$ cat config.mk
export PLATFORM = sky130hd
export DESIGN_NAME = imem_arb
export DESIGN_NICKNAME = d
export VERILOG_FILES = /design/src/rtl/imem_pkg.sv /design/src/rtl/rr_arb2.sv /design/src/rtl/imem_arb.sv
export SDC_FILE = /design/constraint.sdc
export NUM_CORES = 1
export LEC_CHECK = 0
export ABC_CLOCK_PERIOD_IN_PS = 2300
export BUFFER_PORTS_ARGS = -buffer_cell sky130_fd_sc_hd__buf_2
export CORE_MARGIN = 2
export CORE_UTILIZATION = 40
export CTS_CLUSTER_DIAMETER = 80
export CTS_CLUSTER_SIZE = 20
export DETAILED_ROUTE_END_ITERATION = 6
export PLACE_DENSITY = 0.91
export SLEW_MARGIN = 25
export SYNTH_ARGS = -nofsm -noshare
export SYNTH_HDL_FRONTEND = slang
export SYNTH_HIERARCHICAL = 1
export SYNTH_SLANG_ARGS = --single-unit
$ cat constraint.sdc
create_clock -name clk -period 2.3 [get_ports clk]
set_input_delay 0.23 -clock clk [delete_from_list [all_inputs] [get_ports clk]]
set_output_delay 0.23 -clock clk [all_outputs]
set_load 0.02 [all_outputs]
$ cat src/rtl/imem_pkg.sv
// Shared types and helpers for the instruction-memory arbiter.
package imem_pkg;

   localparam int   WORD_W = 32;
   localparam logic REQ_F  = 1'b0;
   localparam logic REQ_D  = 1'b1;

   // One registered read response, tagged with the requester it belongs to.
   typedef struct packed {
      logic              owner;
      logic              err;
      logic [WORD_W-1:0] data;
   } imem_rsp_t;

   // Word-align a byte address.
   function automatic logic [WORD_W-1:0] word_align(input logic [WORD_W-1:0] addr);
      return {addr[WORD_W-1:2], 2'b00};
   endfunction

   // True when the word index of addr falls outside a memory of depth words.
   function automatic logic word_oob(input logic [WORD_W-1:0] addr, input int depth);
      logic [WORD_W-1:0] idx;
      idx = {2'b00, addr[WORD_W-1:2]};
      return idx >= WORD_W'(depth);
   endfunction

endpackage

$ cat src/rtl/rr_arb2.sv
// Two-way round-robin grant with a sticky lock for requester 1.
module rr_arb2
   import imem_pkg::*;
(
   input  logic [1:0] req,
   input  logic       lock,
   input  logic       last,
   output logic [1:0] gnt
);

   // Lock keeps debug on the port; otherwise the side not served last wins a tie.
   always_comb begin
      gnt = 2'b00;
      if (lock && (last == REQ_D) && req[REQ_D])
         gnt = 2'b10;
      else if (req == 2'b11)
         gnt = (last == REQ_D) ? 2'b01 : 2'b10;
      else
         gnt = req;
   end

endmodule

$ cat src/rtl/imem_arb.sv
// Shares the combinational imem read port between fetch and debug,
// returning registered read data one cycle after each grant.
module imem_arb
   import imem_pkg::*;
#(
   parameter int DEPTH_WORDS = 64
)
(
   input  logic              clk,
   input  logic              reset_n,
   input  logic              f_req,
   input  logic [WORD_W-1:0] f_addr,
   output logic              f_gnt,
   output logic              f_rvalid,
   output logic [WORD_W-1:0] f_rdata,
   output logic              f_err,
   input  logic              d_req,
   input  logic [WORD_W-1:0] d_addr,
   output logic              d_gnt,
   output logic              d_rvalid,
   output logic [WORD_W-1:0] d_rdata,
   output logic              d_err,
   input  logic              d_lock,
   output logic [WORD_W-1:0] mem_a,
   input  logic [WORD_W-1:0] mem_rd
);

   logic [1:0]        arb_gnt;
   logic [1:0]        gnt;
   logic              last;
   logic              xfer;
   logic [WORD_W-1:0] win_addr;
   logic              win_err;
   logic              rsp_vld;
   imem_rsp_t         rsp;

   rr_arb2 u_arb (
      .req  ({d_req, f_req}),
      .lock (d_lock),
      .last (last),
      .gnt  (arb_gnt)
   );

   // No grant can escape while reset is held, even though the arbiter is combinational.
   assign gnt   = reset_n ? arb_gnt : 2'b00;
   assign f_gnt = gnt[REQ_F];
   assign d_gnt = gnt[REQ_D];
   assign xfer  = |gnt;

   assign win_addr = gnt[REQ_D] ? d_addr : f_addr;
   assign mem_a    = xfer ? word_align(win_addr) : '0;
   assign win_err  = word_oob(win_addr, DEPTH_WORDS);

   // Track the last served requester; reset favours fetch on the first tie.
   always_ff @(posedge clk or negedge reset_n) begin
      if (!reset_n)
         last <= REQ_D;
      else if (xfer)
         last <= gnt[REQ_D];
   end

   // Capture the read response of each transfer; it lives for exactly one cycle.
   always_ff @(posedge clk or negedge reset_n) begin
      if (!reset_n) begin
         rsp_vld <= 1'b0;
         rsp     <= '0;
      end else begin
         rsp_vld <= xfer;
         if (xfer) begin
            rsp.owner <= gnt[REQ_D];
            rsp.err   <= win_err;
            rsp.data  <= win_err ? '0 : mem_rd;
         end
      end
   end

   // Route the single response register to its owner; idle side reads zero.
   assign f_rvalid = rsp_vld && (rsp.owner == REQ_F);
   assign d_rvalid = rsp_vld && (rsp.owner == REQ_D);
   assign f_rdata  = f_rvalid ? rsp.data : '0;
   assign d_rdata  = d_rvalid ? rsp.data : '0;
   assign f_err    = f_rvalid && rsp.err;
   assign d_err    = d_rvalid && rsp.err;

endmodule

==> results.toml <==
[timing]
rsz0062_at_grt = "false"
setup_viol = 0
fin_crit_ns = 2.22
fmax_ghz = 0.451
worst_pin_slew_ns = 0.510
slew_headroom = 0.657
skew_ns = 0.00486
fin_hold_ws_ns = 0.179
hold_viol_final = 0
drv_slew = 0
fin_crit_sh = 0.964
tns_ns = 0

[cells_and_area]
drive_above_1_share = 0.478
area_growth_pct = 48.0
final_common_cell = "buf_2"
fin_nets = 590
diodes = 0
seqCellArea_um2 = 902
multi_input_area_mm2 = 0.00149
final_cell_mix = "195 x buf_2, 69 x nand2_1, 35 x dfrtp_1"
fillerInstances = 539

[critical_path]
arrival_ns = 1.99
reg2reg_depth = 7
end_kind = "output port"
crit_required_ns = 2.07
critPathLaunchType = "flop"
slowest_delay_ns = 0.56
cpLargestDelayFamily = "flip-flops"
critPathLaunch = "last"
crit_cells = 6
cp_max_fo = 30
rr_startpoint = "last"
slowest_stage = "dfstp_2"
critical_path_class = "flop to output port"
cp_num_buf_inv = 2
path_cells = "nand2b_4 -> o21a_1 -> and3b_1 -> buf_8 -> a22o_1 -> buf_2"

[die]
die_w_um = 83.4
rows = 28
core_area_mm2 = 0.00599
io_pins = 203
die-area_mm2 = 0.00695
die_h_um = 83.4
initial_core_util = 0.420

[global_route]
grt_max_degree = 36
overflow = 0
antenna_found_initial = 0
grt_pass1_wl_um = 14200
grt_pass1_vias = 2995
grt_use_total = 0.256

[clock_tree]
clkLatencyLatePin_ns = 0.28
postCtsSetupRepairBufs = 0
clockBufferDepth = 2
numClockSinks = 36
clkTransAtPathRegs_ns = 0.07
cts_buffers = 5
cts.htree.levels = 2
cts_tree = "built"
clock-root-buffer = "clkbuf_8"

[logic_synthesis]
synth_cells = 301
ys_types = 35
avgSynthCellArea_um2 = 8.37
synthArstFlopShare = 1.00
netlist_area_mm2 = 0.00252
yosys.area.top_type_share = 0.348
netlist.top_cell.by_area = "dfrtp_1"
synthFlopType = "dfrtp_1"
synth.area.top_cells = "dfrtp_1 35%, nand2_1 10%, a22o_1 10%, and2_1 8.4%, and3_1 8.4%"
ys_warn_count = 6
synth-seq-area-share = 0.358
ys_seq_elements = 36
synth_edf_count = 0

[placed_design]
numPortBuffers = 196
dpl.hpwl_um = 7420
place.gp.congestion = 0.842

[route]
ant_nets = 0
dr.first_iter.drc_count = 135
avgViaCountPerCell = 5.38
wl_per_cell_um = 16.3
wirelength_um = 9190
drc = 0
dr.pass1.iters = 4
vias = 3041

[outcome]
status = "completed"

[power]
powerDensity_mw_per_mm2 = 404
power_uw = 1510
p_leak_uw = 0.00226
ir_worst_vdd_mv = 0.184

[hold_path]
hold_path.startpoint = "mem_rd[31]"
hold_depth = 3
hp-class = "input port to flop"

[job]
cap_violations = 0
==> power breakdown <==
part	switching, µW	internal (µW)
logic	248	155
registers	5.36	642
clock network	214	243
total	467	1040
==> synthesized netlist by cell type (2+ instances only) <==
master	instances
o31ai_1	27
inv_1	3
nand2_1	69
and3_1	34
buf_6	3
and2_1	34
nand3_1	2
nor4_1	12
buf_4	2
clkbuf_1	23
a22o_1	29
dfrtp_1	35
o31ai_2	6
==> tightest hold or removal path, delay by kind of cell <==
| kind | cells | cell delay, ns |
|---|---|---|
| buffers and inverters | 1 | 0.10 |
| AND/OR/NAND/NOR | 1 | 0.05 |
| AO/OA/AOI/OAI | 1 | 0.05 |
==> per-layer routing <==
metal,share of wire,GRT usage,up-vias
met5,0,0,-
met4,0.033,0.103,0
met3,0.076,0.0586,25
met2,0.55,0.499,158
met1,0.34,0.257,1395
li1,-,-,1463
==> state kept, by name (all words and copies together), names as in the netlist <==
name     count
last         1
rsp_vld      1
rsp         34
==> worst paths after layout <==
path	slack [ns]	end
max in group asynchronous	1.31	rsp[10]
min in group asynchronous	0.36	rsp[9]
max reg2reg	0.18	rsp[8]
min reg2reg	0.49	rsp[6]
min	0.18	rsp[31]
max	0.08	mem_a[7]
==> logic make-up (layout without fill, tap and decap cells) <==
kind of cell / count (synthesis) / after routing / share of synthesized area
simple gates: 160 / 160 / 0.337
buf+inv: 34 / 222 / 0.0631
other cells: 1 / 2 / 0.00149
compound gates: 70 / 70 / 0.240
flops: 36 / 36 / 0.358
==> layout make-up <==
type / instances / share of cell area
clock buffers: 7 / 0.0232
clock inverters: 1 / 0.00201
inverters: 4 / 0.00403
multi-input cells: 232 / 0.399
flip-flops and latches: 36 / 0.242
well taps: 75 / 0.0252
repair buffers: 210 / 0.305
==> metrics by stage <==
stage / area [µm²] / cells / utilization / worst slack, ns
after floorplan: 2520 / 302 / - / 0.353
after global placement: 3610 / 556 / 0.603 / 0.262
after detailed placement: 3610 / 556 / 0.603 / 0.196
after CTS: 3720 / 565 / 0.621 / 0.0613
after global routing: 3730 / 565 / 0.622 / 0.0260
final: 3730 / 565 / 0.622 / 0.0817
==> timing repair <==
action | CTS | global route
hold endpoints to repair | 2 | 0
hold buffers | 1 | 0
setup endpoints to repair | 1 | 7
pin swaps | 0 | 0
gates resized for setup | 1 | 3
Note: power is estimated with default switching activity, not from simulation.
